<file path="config.mk">
export PLATFORM = sky130hd
export DESIGN_NAME = serial_adder_flat
export DESIGN_NICKNAME = d
export VERILOG_FILES = /design/src/rtl/serial_adder_pkg.sv /design/src/rtl/serial_adder_if.sv /design/src/rtl/serial_adder_fa_bit.sv /design/src/rtl/serial_adder.sv /design/src/flat_wrapper.sv
export SDC_FILE = /design/constraint.sdc
export NUM_CORES = 1
export LEC_CHECK = 0
export ABC_AREA = 1
export BUFFER_PORTS_ARGS = -buffer_cell sky130_fd_sc_hd__buf_2
export CORE_MARGIN = 3
export CORE_UTILIZATION = 50
export CTS_BUF_LIST = sky130_fd_sc_hd__clkbuf_4 sky130_fd_sc_hd__clkbuf_8 sky130_fd_sc_hd__clkbuf_16
export CTS_CLUSTER_DIAMETER = 100
export DETAILED_ROUTE_END_ITERATION = 7
export HOLD_SLACK_MARGIN = 0.1
export PLACE_DENSITY = 0.82
export SLEW_MARGIN = 25
export SYNTH_ARGS = -nofsm -noshare
export SYNTH_HDL_FRONTEND = slang
export SYNTH_SLANG_ARGS = --single-unit
</file>
<file path="constraint.sdc">
create_clock -name clk -period 1.25 [get_ports clk]
set_input_delay 0 -clock clk [delete_from_list [all_inputs] [get_ports clk]]
set_output_delay 0 -clock clk [all_outputs]
set_load 0.005 [all_outputs]
</file>
<file path="src/rtl/serial_adder_pkg.sv">
// Shared types and defaults for the serial adder: FSM state encoding and default geometry.
// Optional feature macro used across the slice: SERIAL_ADDER_SUB_EN (adds the sub port).
package serial_adder_pkg;

  localparam int DEF_WIDTH          = 8;
  localparam int DEF_BITS_PER_CYCLE = 1;

  typedef enum logic [1:0] {
    ST_IDLE = 2'd0,
    ST_RUN  = 2'd1,
    ST_DONE = 2'd2
  } state_e;

  // Counter width able to hold 0..n-1, never narrower than one bit.
  function automatic int cnt_width(input int n);
    return (n > 1) ? $clog2(n) : 1;
  endfunction

endpackage

</file>
<file path="src/rtl/serial_adder_if.sv">
// Operand/result bus of the serial adder, with producer (master) and adder (slave) views.
// Macro SERIAL_ADDER_SUB_EN adds the sub select signal.
interface serial_adder_if #(
  parameter int WIDTH = serial_adder_pkg::DEF_WIDTH
);

  // Both channels are valid/ready: a transfer happens on a rising edge where valid and
  // ready are both 1; the source holds its payload while valid=1 and ready=0.
  logic             in_valid;
  logic             in_ready;
  logic [WIDTH-1:0] a;
  logic [WIDTH-1:0] b;
  logic             cin;
`ifdef SERIAL_ADDER_SUB_EN
  logic             sub;
`endif
  logic             out_valid;
  logic             out_ready;
  logic [WIDTH-1:0] sum;
  logic             cout;
  logic             overflow;

`ifdef SERIAL_ADDER_SUB_EN
  modport master (output in_valid, a, b, cin, sub, out_ready,
                  input  in_ready, out_valid, sum, cout, overflow);
  modport slave  (input  in_valid, a, b, cin, sub, out_ready,
                  output in_ready, out_valid, sum, cout, overflow);
`else
  modport master (output in_valid, a, b, cin, out_ready,
                  input  in_ready, out_valid, sum, cout, overflow);
  modport slave  (input  in_valid, a, b, cin, out_ready,
                  output in_ready, out_valid, sum, cout, overflow);
`endif

endinterface

</file>
<file path="src/rtl/serial_adder_fa_bit.sv">
// One-bit combinational full adder; the serial adder chains these per RUN cycle.
module fa_bit (
  input  logic i_a,
  input  logic i_b,
  input  logic i_cin,
  output logic o_sum,
  output logic o_carry
);

  assign o_sum   = i_a ^ i_b ^ i_cin;
  assign o_carry = (i_a & i_b) | (i_cin & (i_a ^ i_b));

endmodule

</file>
<file path="src/rtl/serial_adder.sv">
// Multi-cycle adder: consumes BITS_PER_CYCLE operand bits per RUN cycle, LSB first.
// Macro SERIAL_ADDER_SUB_EN enables subtraction (a + ~b + 1) through the sub signal.
module serial_adder
  import serial_adder_pkg::*;
#(
  parameter int WIDTH          = DEF_WIDTH,
  parameter int BITS_PER_CYCLE = DEF_BITS_PER_CYCLE
) (
  input  logic             clk,
  input  logic             rst,
  serial_adder_if.slave    bus,
  output state_e           o_state
);

  localparam int N  = WIDTH / BITS_PER_CYCLE;
  localparam int CW = cnt_width(N);

  if (WIDTH < 2 || WIDTH > 64 || BITS_PER_CYCLE < 1 ||
      (WIDTH % BITS_PER_CYCLE) != 0) begin : g_bad_geometry
    $error("serial_adder: WIDTH must be 2..64 and a multiple of BITS_PER_CYCLE");
  end

  state_e                    r_state;
  logic [WIDTH-1:0]          r_a;
  logic [WIDTH-1:0]          r_b;
  logic [WIDTH-1:0]          r_sum;
  logic                      r_carry;
  logic                      r_cout;
  logic                      r_ovf;
  logic [CW-1:0]             r_cnt;

  logic                      w_sub;
  logic [WIDTH-1:0]          w_b_eff;
  logic                      w_cin_eff;
  logic                      w_accept;
  logic                      w_last;
  logic [BITS_PER_CYCLE:0]   w_c;
  logic [BITS_PER_CYCLE-1:0] w_s;
  logic [WIDTH-1:0]          w_sum_next;

`ifdef SERIAL_ADDER_SUB_EN
  assign w_sub = bus.sub;
`else
  assign w_sub = 1'b0;
`endif

  // Subtraction is folded in at capture time so the datapath only ever adds.
  assign w_b_eff   = bus.b ^ {WIDTH{w_sub}};
  assign w_cin_eff = w_sub ? 1'b1 : bus.cin;
  assign w_accept  = bus.in_valid && (r_state == ST_IDLE);
  assign w_last    = (r_cnt == CW'(N - 1));

  assign w_c[0] = r_carry;
  for (genvar gi = 0; gi < BITS_PER_CYCLE; gi++) begin : g_fa
    fa_bit u_fa (
      .i_a     (r_a[gi]),
      .i_b     (r_b[gi]),
      .i_cin   (w_c[gi]),
      .o_sum   (w_s[gi]),
      .o_carry (w_c[gi+1])
    );
  end

  // New result bits enter at the top; after N cycles the first chunk sits at bit 0.
  if (BITS_PER_CYCLE == WIDTH) begin : g_sum_full
    assign w_sum_next = w_s;
  end else begin : g_sum_shift
    assign w_sum_next = {w_s, r_sum[WIDTH-1:BITS_PER_CYCLE]};
  end

  always_ff @(posedge clk) begin
    if (rst) begin
      r_state <= ST_IDLE;
      r_a     <= '0;
      r_b     <= '0;
      r_sum   <= '0;
      r_carry <= 1'b0;
      r_cout  <= 1'b0;
      r_ovf   <= 1'b0;
      r_cnt   <= '0;
    end else begin
      case (r_state)
        ST_IDLE: begin
          if (w_accept) begin
            r_a     <= bus.a;
            r_b     <= w_b_eff;
            r_carry <= w_cin_eff;
            r_cnt   <= '0;
            r_state <= ST_RUN;
          end
        end
        ST_RUN: begin
          r_a     <= r_a >> BITS_PER_CYCLE;
          r_b     <= r_b >> BITS_PER_CYCLE;
          r_sum   <= w_sum_next;
          r_carry <= w_c[BITS_PER_CYCLE];
          r_cnt   <= r_cnt + CW'(1);
          if (w_last) begin
            r_cout  <= w_c[BITS_PER_CYCLE];
            r_ovf   <= w_c[BITS_PER_CYCLE] ^ w_c[BITS_PER_CYCLE-1];
            r_state <= ST_DONE;
          end
        end
        ST_DONE: begin
          if (bus.out_ready) r_state <= ST_IDLE;
        end
        default: r_state <= ST_IDLE;
      endcase
    end
  end

  assign bus.in_ready  = (r_state == ST_IDLE);
  assign bus.out_valid = (r_state == ST_DONE);
  assign bus.sum       = r_sum;
  assign bus.cout      = r_cout;
  assign bus.overflow  = r_ovf;
  assign o_state       = r_state;

endmodule

</file>
<file path="src/flat_wrapper.sv">
// flat-port wrapper written by rule: the top's interface ports become plain ports
module serial_adder_flat import serial_adder_pkg::*;
#(
  parameter int WIDTH          = DEF_WIDTH,
  parameter int BITS_PER_CYCLE = DEF_BITS_PER_CYCLE
)
  (clk, rst, o_state, bus_in_valid, bus_a, bus_b, bus_cin, bus_out_ready, bus_in_ready, bus_out_valid, bus_sum, bus_cout, bus_overflow);
  serial_adder_if #(.WIDTH(WIDTH)) bus_i ();
  input  logic clk;
  input  logic rst;
  output state_e o_state;
  input wire logic [$bits(bus_i.in_valid)-1:0] bus_in_valid;
  input wire logic [$bits(bus_i.a)-1:0] bus_a;
  input wire logic [$bits(bus_i.b)-1:0] bus_b;
  input wire logic [$bits(bus_i.cin)-1:0] bus_cin;
  input wire logic [$bits(bus_i.out_ready)-1:0] bus_out_ready;
  output wire logic [$bits(bus_i.in_ready)-1:0] bus_in_ready;
  output wire logic [$bits(bus_i.out_valid)-1:0] bus_out_valid;
  output wire logic [$bits(bus_i.sum)-1:0] bus_sum;
  output wire logic [$bits(bus_i.cout)-1:0] bus_cout;
  output wire logic [$bits(bus_i.overflow)-1:0] bus_overflow;
  assign bus_i.in_valid = bus_in_valid;
  assign bus_i.a = bus_a;
  assign bus_i.b = bus_b;
  assign bus_i.cin = bus_cin;
  assign bus_i.out_ready = bus_out_ready;
  assign bus_in_ready = bus_i.in_ready;
  assign bus_out_valid = bus_i.out_valid;
  assign bus_sum = bus_i.sum;
  assign bus_cout = bus_i.cout;
  assign bus_overflow = bus_i.overflow;
  serial_adder #(.WIDTH(WIDTH), .BITS_PER_CYCLE(BITS_PER_CYCLE)) u_core (.clk(clk), .rst(rst), .bus(bus_i), .o_state(o_state));
endmodule
</file>
Yosys cells after proc, flatten, opt, wreduce, memory -nomap -nowiden
Index checks and enable logic that the tools add are counted.
Cells by class
  muxes and demuxes: 12
  bitwise operators: 6
  reductions and logical operators: 6
  eq/ne operators: 6
  add/sub/neg operators: 1
Operators by type and width (count)
  one-hot mux 8 bit (2 select lines): 2
  2-to-1 mux 8 bit: 2
  2-to-1 mux 2 bit: 3
  one-hot mux 2 bit (3 select lines): 1
  one-hot mux 3 bit (2 select lines): 1
  inequality test 2 x 1 -> 1 bit, second input constant: 2
  AND reduction 2 bit: 2
  adder 3 x 1 -> 3 bit, second input constant: 1
  equality test 3 bit, second input constant: 1
  2-to-1 mux 3 bit: 1
  AND reduction 3 bit: 1
  bitwise XOR 1 bit: 3
  AND 1 bit: 2
  equality test 2 x 1 -> 1 bit, second input constant: 1
  equality test 2 bit, second input constant: 1
  zero test 2 bit: 1
  inequality test 2 bit, second input constant: 1
  one-hot mux 1 bit (2 select lines): 1
  nonzero test 2 bit: 1
  logical AND 1 bit: 1
  2-to-1 mux 1 bit: 1
  OR 1 bit: 1
Storage, ports and cells
  register bits: 32
  input port bits: 21
  logic and storage cells: 39
  output and inout port bits: 14

Depth between registers and ports, before layout
Gate-level depths: netlist (run 1).
  depth after elaboration: 4
  depth in mapped cells: 7

Modules after synthesis
From an unflattened synthesis (run 1), not the netlist that was laid out.
Unflattened totals
  cell total of the unflattened synthesis: 231
  area total of the unflattened synthesis: 1516.5 µm²
By module, submodules not included
  serial_adder: times used 1, seq. area each 640.6 µm², area an instance 1496.4 µm², cells each 230
  fa_bit: times used 1, seq. area each 0.0 µm², area an instance 20.0 µm², cells each 1

Least setup slack after synthesis (run 1)
No wires, ideal clock.
  kind: reg-to-reg
  from: register u_core.r_a[0]
  to: register u_core.r_ovf, in the netlist u_core.bus.overflow
  stages on the path, launching flop included: 8
  path buffers: 0
  clock period less this slack: 1.150 ns
  arrival: 1.040 ns
  slack: 0.100 ns
  path through: dfxtp_1 fa_1 inv_1 nand2_1 nand2_1 nand2_1 nand2_1 nor2_1
Between the ends
  word-level cells in the longest chain between the ends: 4
RTL lines
  start, declared: line serial_adder.sv:24  | logic [WIDTH-1:0] r_a;
  start signal, assigned: line serial_adder.sv:85  | r_a <= bus.a;
  start signal, assigned: line serial_adder.sv:93  | r_a <= r_a >> BITS_PER_CYCLE;
  bitwise XOR 1 bit: line serial_adder_fa_bit.sv:11  | assign o_carry = (i_a & i_b) | (i_cin & (i_a ^ i_b));
  AND 1 bit: line serial_adder_fa_bit.sv:11
  OR 1 bit (*): line serial_adder_fa_bit.sv:11
  net u_core.g_fa[0].u_fa.o_carry: line serial_adder_fa_bit.sv:7  | output logic o_carry
  bitwise XOR 1 bit (*): line serial_adder.sv:100  | r_ovf <= w_c[BITS_PER_CYCLE] ^ w_c[BITS_PER_CYCLE-1];
  end signal, assigned: line serial_adder.sv:100
  end, declared: line serial_adder.sv:29  | logic r_ovf;
The timed path passes the listed nets; every way through them passes the cells marked *.
A chain may end at the register's enable or synchronous reset.

Worst setup path after layout (run 1)
Same ends and word-level chain as after synthesis.

==> results of run 1 <==
-- cells in the mapped netlist --
cell type  count  area (um2)
a21oi_1        6        30.0
nand3_1        2        10.0
dfxtp_1       32         641
nand2_2        1        6.26
nand2_1       80         300
inv_1         26        97.6
o21ai_0        9        45.0
ha_1           2        25.0
nor2_1        69         259
buf_6          1        11.3
fa_1           1        20.0
clkbuf_1       2        7.51
buf_4          1        7.51
inv_2          1        3.75
buf_2          6        30.0
nor2_2         1        6.26
o21ai_1        1        5.00
-- metal layers --
metal  vias to the layer above  GRT usage
met1                       654      0.248
met2                        41      0.318
met5                         -          0
met3                         7     0.0638
li1                        830          -
met4                         0     0.0836
-- power by group --
group	internal, mW	total, mW	switching [mW]
Sequential	1.10	1.14	0.0409
Clock	0.321	0.666	0.346
Combinational	0.219	0.463	0.244
-- worst min path at each step --
stage / endpoint / slack [ns] / cells after the start
5_1_grt: u_core.o_state[0]$_SDFFE_PP0P_ / 0.48 / 3
4_1_cts: u_core.r_b[7]$_SDFFE_PP0P_ / 0.42 / 3
3_5_place_dp: u_core.r_b[7]$_SDFFE_PP0P_ / 0.27 / 2
2_1_floorplan: u_core.o_state[0]$_SDFFE_PP0P_ / 0.07 / 1
3_3_place_gp: u_core.o_state[1]$_SDFFE_PP0P_ / 0.26 / 2
6_report: u_core.o_state[1]$_SDFFE_PP0P_ / 0.47 / 5
-- cell families after synthesis --
| group | Yosys count | synth area share |
|---|---|---|
| buffers and inverters | 37 | 0.105 |
| adder cells (fa/ha/maj) | 3 | 0.0299 |
| flip-flops | 32 | 0.426 |
| AND/OR/NAND/NOR | 153 | 0.387 |
| AO/OA/AOI/OAI | 16 | 0.0532 |
-- state kept, by name, indices dropped and copies added, names as in the netlist --
register and flops:
u_core.r_a 8, u_core.bus.sum 8, u_core.bus.cout 1, u_core.bus.overflow 1, u_core.r_cnt 3, u_core.o_state 2, u_core.r_b 8, u_core.r_carry 1
-- stage by stage --
stage,hold WS [ns],utilization,area [um2]
2_1_floorplan,0.0691,-,1510
3_3_place_gp,0.259,0.620,1740
3_5_place_dp,0.266,0.620,1740
4_1_cts,0.423,0.715,2000
5_1_grt,0.475,0.719,2020
6_report,0.471,0.719,2020
-- area by class of cell --
type / count / area, um2 / area share
Clock buffer: 8 / 66.3 / 0.0329
Inverter: 27 / 101 / 0.0502
Multi-Input combinational cell: 172 / 714 / 0.354
Sequential cell: 32 / 642 / 0.318
Tap cell: 31 / 38.8 / 0.0192
Timing Repair Buffer: 63 / 454 / 0.225
-- timing repair --
item / 4_1_cts / 5_1_grt
resized for setup: 0 / 4
hold buffers: 20 / 0
setup buffers: 0 / 0
setup endpoints to repair: 0 / 14
endpoints found under the hold margin: 22 / 0
-- worst max-delay path, stage by stage, from the launching register on --
cell and delay [ns]:
dfxtp_1 0.34, fa_2 0.41, inv_1 0.08, nand2_1 0.05
nand2_1 0.05, nand2_1 0.05, nand2_1 0.06, nor2_1 0.04
==> metrics.md, run 1 <==
| Metric | Value |
|---|---|
| Yosys warnings | `0` |
| P_leak | `1.06 nW` |
| I/O pin cnt | `35` |
| Post-placement worst setup slack | `roughly 0.038 ns` |
| Worst r2r src | `u_core.r_a[0]$_SDFFE_PP0P_` |
| Avg Inst Size Synth | `around 6.2 um2` |
| Status | `complete, no violations` |
| Sink Count | `32` |
| Die width | `~61 um` |
| Met2 Routed Length | `1.61 mm` |
| Worst path arrival time | `1.40 ns` |
| Drt first-iter violations | `63` |
| DR WL/cell | `10.1 um` |
| Vias in the first global route | `approximately 1300` |
| Clock Root Buffer | `clkbuf_4` |
| Final worst setup slack | `0.0949 ns` |
| Seq cells post-synth | `32` |
| First-pass GRT wire length | `5.42 mm` |
| DRT Pass-1 Iters | `4` |
| FP Rows | `19` |
| Total wire length | `3.37 mm` |
| Residual DRC | `0` |
| GPL Wtd Cong | `0.757` |
| Fin crit share | `0.924` |
| Min-Delay Startpoint | `bus_out_ready` |
| Core Region | `2810 um2` |
| Max layer used | `met4` |
| Nets | `325` |
| Syn_nets | `265` |
| Reg clk slew, reported paths | `roughly 0.09 ns` |
| Mapped Area | `1510 um2` |
| Final hold violation count | `0` |
| Most common cell after layout, fill and taps aside | `nand2_1` |
| Via count | `about 1500` |
| Setup violators final | `0` |
| Hold WC Path Type | `primary input to flop` |
| Reg2Reg Setup Slack | `0.09 ns` |
| Max-cap violations | `0` |
| Power per cell area | `1120 nW/um2` |
| Worst setup path end | `u_core.bus.overflow$_SDFFE_PP0P_` |
| FF-to-FF End | `u_core.bus.overflow$_SDFFE_PP0P_` |
| Initial core utilization | `0.537` |
| Worst Skew | `0.00706 ns` |
| WL met3 | `205 um` |
| Initial antenna violation count | `0` |
| Vias per cell | `4.60` |
| Final ANT Viol Nets | `0` |
| Met1 Wirelength | `1.49 mm` |
| DP Cell Count | `305` |
| Chip height | `60.9 um` |
| Post-synthesis cell count | `roughly 240` |
| Final setup TNS | `0 ns` |
| P&R area growth vs syn | `34.0%` |
| Clock Latency Late Sink | `between 0.3 and 0.4 ns` |
| Pin count of the biggest net entering global routing | `26` |
| RSZ-0062 raised after global routing | `false` |
| Distinct cells, synth | `17` |
| Max Slew Vio Count | `0` |
| CTS Buffer Depth | `2` |
| DIE AREA | `3700 um2` |
| Layout cells sized above 1 | `0.185` |
| Finished Layout Cells | `333` |
| Slew margin rel. | `0.806` |
| Slew @ Worst Pin | `0.289 ns` |
| Crit path kind | `flop to flop` |
| Commonest cells after routing, fill and taps aside | `nand2_1 (80), nor2_1 (69), buf_2 (34)` |
| Final min period | `1.16 ns` |
| DP HPWL | `approximately 2.2 mm` |
| Filler instances | `236` |
| Total GRT Usage | `0.199` |
| Critical Path Source | `u_core.r_a[0]$_SDFFE_PP0P_` |
| Crit path required time | `approximately 1.5 ns` |
| Peak supply drop | `1010 uV` |
| CP Max Fanout | `3` |
| PortBufs | `34` |
| # diodes | `0` |
| TritonCTS clock tree | `built` |
| H-tree depth | `2` |
| CP endpoint kind | `flop` |
| Register area share after synthesis | `0.426` |
| Grt total ovfl | `0` |
| FMAX | `0.866 GHz` |
| Register-to-Register Path Depth | `7` |
| CTS Buf Count | `5` |
| Total power | `2.27 mW` |
| Setup crit start kind | `flop` |
(Power assumes the default switching activity.)
==> run 2: changes to the inputs <==
- clock period: 1.25 -> 1.1 ns (I/O delays scaled with it)
==> run 2 against run 1 <==
Effect of this change: the flow now finishes with violations (setup timing); via count increased by 18%; non-clock buffer count increased by 9; sequential share of layout area decreased by 3.7 points; critical endpoint unchanged; flip-flop and latch count unchanged; setup slack got worse by 0.18 ns; first-iteration DRC count increased by 110%; highest routed layer unchanged.
==> metrics.md, run 2 (synthesis results as in run 1) <==
| Metric | Value |
|---|---|
| Status | `finished, violations left` |
| Failing checks | `setup timing` |
| PortBufs | `34` |
| Worst setup path end | `u_core.bus.overflow$_SDFFE_PP0P_` |
| Crit path kind | `flop to flop` |
| Worst Skew | `roughly 0.0077 ns` |
| Clock Latency Late Sink | `0.35 ns` |
| Peak supply drop | `851 uV` |
| Total GRT Usage | `0.215` |
| Pin count of the biggest net entering global routing | `30` |
| Commonest cells after routing, fill and taps aside | `nand2_1 (65), nor2_1 (58), buf_2 (34)` |
| Worst r2r src | `u_core.r_carry$_SDFFE_PP0P_` |
| Initial antenna violation count | `0` |
| Crit path required time | `1.36 ns` |
| Total wire length | `between 5 and 6 mm` |
| Most common cell after layout, fill and taps aside | `nand2_1` |
| Vias per cell | `5.28` |
| Fin crit share | `1.08` |
| Setup violators final | `18` |
| Reg clk slew, reported paths | `0.11 ns` |
| CP endpoint kind | `flop` |
| DR WL/cell | `15.1 um` |
| P_leak | `1.16 nW` |
| FMAX | `0.842 GHz` |
| Residual DRC | `0` |
| CP Max Fanout | `3` |
| Final setup TNS | `-0.516 ns` |
| First-pass GRT wire length | `a little under 6 mm` |
| Worst path arrival time | `1.45 ns` |
| CTS Buf Count | `5` |
| Power per cell area | `1280 nW/um2` |
| Clock Root Buffer | `clkbuf_4` |
| Final worst setup slack | `-0.0880 ns` |
| Hold WC Path Type | `primary input to flop` |
| Util after Layout | `0.827` |
| Nets | `334` |
| GPL Wtd Cong | `0.781` |
| Max Slew Vio Count | `0` |
| CTS Buffer Depth | `2` |
| Critical Path Source | `u_core.r_carry$_SDFFE_PP0P_` |
| TritonCTS clock tree | `built` |
| Final ANT Viol Nets | `0` |
| Die width | `slightly above 60 um` |
| Grt total ovfl | `0` |
| RSZ-0062 raised after global routing | `true` |
| Slew margin rel. | `0.803` |
| DP Cell Count | `308` |
| FP Rows | `19` |
| Via count | `1805` |
| Initial core utilization | `0.537` |
| DP HPWL | `2.15 mm` |
| Filler instances | `158` |
| H-tree depth | `2` |
| Vias in the first global route | `1429` |
| Max-cap violations | `0` |
| Layout cells sized above 1 | `0.325` |
| Register-to-Register Path Depth | `7` |
| Reg2Reg Setup Slack | `-0.09 ns` |
| Drt first-iter violations | `132` |
| Core Region | `2810 um2` |
| Post-placement worst setup slack | `-0.0842 ns` |
| I/O pin cnt | `35` |
| DRT Pass-1 Iters | `4` |
| Setup crit start kind | `flop` |
| Finished Layout Cells | `342` |
| Final min period | `1.19 ns` |
| Sink Count | `32` |
| DIE AREA | `3700 um2` |
| FF-to-FF End | `u_core.bus.overflow$_SDFFE_PP0P_` |
| Slew @ Worst Pin | `0.295 ns` |
| Chip height | `60.9 um` |
| P&R area growth vs syn | `54.2%` |
| Final hold violation count | `0` |
| # diodes | `0` |
run 2: worst min-delay path by stage:
stage / startpoint / end / slack, ns / cells after the start
after floorplan: rst / u_core.o_state[0]$_SDFFE_PP0P_ / 0.07 / 1
after global routing: rst / u_core.o_state[1]$_SDFFE_PP0P_ / 0.46 / 3
final: rst / u_core.o_state[0]$_SDFFE_PP0P_ / 0.43 / 3
after global placement: rst / u_core.o_state[0]$_SDFFE_PP0P_ / 0.26 / 2
after detailed placement: rst / u_core.r_b[7]$_SDFFE_PP0P_ / 0.26 / 2
after CTS: rst / u_core.o_state[0]$_SDFFE_PP0P_ / 0.41 / 3
run 2: cell type report:
class | instances | area [um2] | share of cell area
Tap cell | 31 | 38.8 | 0.0167
Sequential cell | 32 | 653 | 0.281
Timing Repair Buffer | 72 | 602 | 0.259
Inverter | 27 | 109 | 0.0469
Clock buffer | 5 | 37.5 | 0.0162
Multi-Input combinational cell | 172 | 838 | 0.361
Clock inverter | 3 | 42.5 | 0.0183
run 2: worst max-delay path: stages, from the launching register on:
cell	delay (ns)
dfxtp_2	0.35
fa_2	0.42
inv_2	0.07
nand2_1	0.05
nand2_1	0.06
nand2_1	0.05
nand2_1	0.06
nor2_1	0.04
run 2: power breakdown:
group | internal (mW) | total (mW) | switching, mW
registers | 1.25 | 1.30 | 0.0544
logic | 0.351 | 0.743 | 0.392
clock network | 0.473 | 0.926 | 0.452
total | 2.07 | 2.97 | 0.899
run 2: what timing repair did:
action	CTS	global route
setup endpoints to repair	5	30
gates resized for setup	9	47
cloned	0	4
endpoints found under the hold margin	21	0
hold buffers	20	0
pin swaps	4	14
setup buffers	1	1
run 2: through the flow:
stage	cell area (um2)	hold WS, ns	power, mW
final	2320	0.431	2.97
after global routing	2320	0.456	3.08
after CTS	2080	0.408	2.76
after detailed placement	1780	0.264	1.80
after global placement	1780	0.255	1.79
after floorplan	1510	0.0691	1.63
run 2: metal layers:
| metal | GRT usage | share of wire |
|---|---|---|
| met1 | 0.245 | 0.39 |
| met2 | 0.351 | 0.48 |
| met3 | 0.0660 | 0.073 |
| met4 | 0.133 | 0.052 |
| met5 | 0 | 0 |
==> run 3: changes to the inputs <==
- RECOVER_POWER: default -> 100
==> run 3 against run 2 <==
Effect of this change: the run still ends with setup timing left; non-clock buffer count stayed put; highest routed layer unchanged; global-route usage stayed put; critical path type unchanged; count of clock-buffer cells in the layout stayed put; clock skew is 0.0014 ns higher; sequential power hardly changed; combinational power hardly changed; design area is 0.27% lower; largest power group unchanged; register-to-register slack hardly changed; power is 0.35% lower.
==> metrics.md, run 3 (synthesis results as in run 1) <==
| Metric | Value |
|---|---|
| DRT Pass-1 Iters | `4` |
| Net Sw Power | `about 0.89 mW` |
| Sink Count | `32` |
| Initial core utilization | `0.537` |
| FP Rows | `19` |
| P&R area growth vs syn | `53.8%` |
| DP HPWL | `2.15 mm` |
| Sequential Power Share | `0.441` |
| Critical Path Source | `u_core.r_carry$_SDFFE_PP0P_` |
| Reg clk slew, reported paths | `0.11 ns` |
| Commonest cells after routing, fill and taps aside | `nand2_1 (65), nor2_1 (58), buf_2 (31)` |
| Setup crit start kind | `flop` |
| Final worst setup slack | `-0.0875 ns` |
| Grt total ovfl | `0` |
| FMAX | `0.842 GHz` |
| Most common cell after layout, fill and taps aside | `nand2_1` |
| Design area | `2310 um2` |
| Chip height | `60.9 um` |
| Total GRT Usage | `0.215` |
| Total wire length | `5.12 mm` |
| Slew @ Worst Pin | `0.297 ns` |
| CTS Buf Count | `5` |
| Initial antenna violation count | `0` |
| Drt first-iter violations | `130` |
| CP Max Fanout | `3` |
| Clock Latency Late Sink | `about 0.35 ns` |
| Final min period | `1.19 ns` |
| Clock share of power | `0.309` |
| DP Cell Count | `between 300 and 400` |
| DIE AREA | `3700 um2` |
| Finished Layout Cells | `342` |
| Pin count of the biggest net entering global routing | `30` |
| Max Slew Vio Count | `0` |
| Layout cells sized above 1 | `0.315` |
| Area after DPL | `1780 um2` |
| Clock Root Buffer | `clkbuf_4` |
| Failing checks | `setup timing` |
| Peak supply drop | `853 uV` |
| Die width | `60.9 um` |
| Worst r2r src | `u_core.r_carry$_SDFFE_PP0P_` |
| Slew margin rel. | `0.802` |
| Int Power | `2.07 mW` |
| Hold WC Path Type | `primary input to flop` |
| FF-to-FF End | `u_core.bus.overflow$_SDFFE_PP0P_` |
| Crit path required time | `roughly 1.4 ns` |
| Max-cap violations | `0` |
| Worst path arrival time | `around 1.5 ns` |
| Worst hold slack | `0.432 ns` |
| Util after Layout | `0.825` |
| Reg2Reg Setup Slack | `-0.09 ns` |
| I/O pin cnt | `35` |
| Worst setup path end | `u_core.bus.overflow$_SDFFE_PP0P_` |
| Total power | `2.96 mW` |
| Final ANT Viol Nets | `0` |
| Vias per cell | `approximately 5.3` |
| Switching Share | `0.300` |
| Status | `finished, violations left` |
| Post-placement worst setup slack | `-0.0842 ns` |
| Final setup TNS | `-0.493 ns` |
| Comb pwr share | `0.250` |
| Register-to-Register Path Depth | `7` |
| P_leak | `1.14 nW` |
| Worst Skew | `0.00910 ns` |
| Vias in the first global route | `between 1000 and 1500` |
| Crit path kind | `flop to flop` |
| Final hold violation count | `0` |
| Residual DRC | `0` |
| Via count | `1821` |
| # diodes | `0` |
| Filler instances | `160` |
| Core Region | `between 2000 and 3000 um2` |
| First-pass GRT wire length | `5.84 mm` |
| Power per cell area | `~1300 nW/um2` |
| GPL Wtd Cong | `0.781` |
| Fin crit share | `1.08` |
| H-tree depth | `2` |
| CP endpoint kind | `flop` |
| Setup violators final | `15` |
| PortBufs | `34` |
| TritonCTS clock tree | `built` |
| DR WL/cell | `15.0 um` |
| Nets | `334` |
| CTS Buffer Depth | `2` |
| RSZ-0062 raised after global routing | `true` |
run 3: critical path: stages, from the launching register on:
cell and delay, ns:
dfxtp_2 0.35, fa_2 0.42, inv_2 0.07, nand2_1 0.05
nand2_1 0.06, nand2_1 0.05, nand2_1 0.06, nor2_1 0.04
run 3: cell type report:
class,count,area [um2],share of cell area
sequential,32,651,0.281
inverter,27,109,0.0470
tap,31,38.8,0.0168
timing repair buffer,72,598,0.258
multi-input combinational,172,838,0.362
clock buffer,5,37.5,0.0162
clock inverter,3,42.5,0.0184
run 3: worst min-delay path by stage:
| stage | to | slack [ns] | depth (start not counted) | from |
|---|---|---|---|---|
| global route | u_core.o_state[1]$_SDFFE_PP0P_ | 0.46 | 3 | rst |
| CTS | u_core.o_state[0]$_SDFFE_PP0P_ | 0.41 | 3 | rst |
| detailed placement | u_core.r_b[7]$_SDFFE_PP0P_ | 0.26 | 2 | rst |
| global placement | u_core.o_state[0]$_SDFFE_PP0P_ | 0.26 | 2 | rst |
| floorplan | u_core.o_state[0]$_SDFFE_PP0P_ | 0.07 | 1 | rst |
| finish | u_core.o_state[0]$_SDFFE_PP0P_ | 0.43 | 3 | rst |
run 3: what timing repair did:
action,in CTS,in global routing
pin swaps,4,14
hold buffers,20,0
buffers inserted,1,1
gates cloned,0,4
setup endpoints to repair,5,30
gates resized for setup,9,47
hold endpoints to repair,21,0
run 3: power groups by stage:
| stage | Sequential (mW) | Clock (mW) | Combinational, mW |
|---|---|---|---|
| after global placement | 1.31 | 0 | 0.475 |
| after detailed placement | 1.32 | 0 | 0.485 |
| final | 1.31 | 0.915 | 0.741 |
| after global routing | 1.31 | 0.959 | 0.807 |
| after floorplan | 1.32 | 0 | 0.311 |
| after CTS | 1.29 | 0.914 | 0.552 |
run 3: routing by layer:
layer,vias to the layer above,share of wire,GRT usage
met5,-,0,0
met2,103,0.49,0.351
met1,836,0.38,0.245
met3,34,0.075,0.0660
met4,0,0.053,0.133
li1,848,-,-
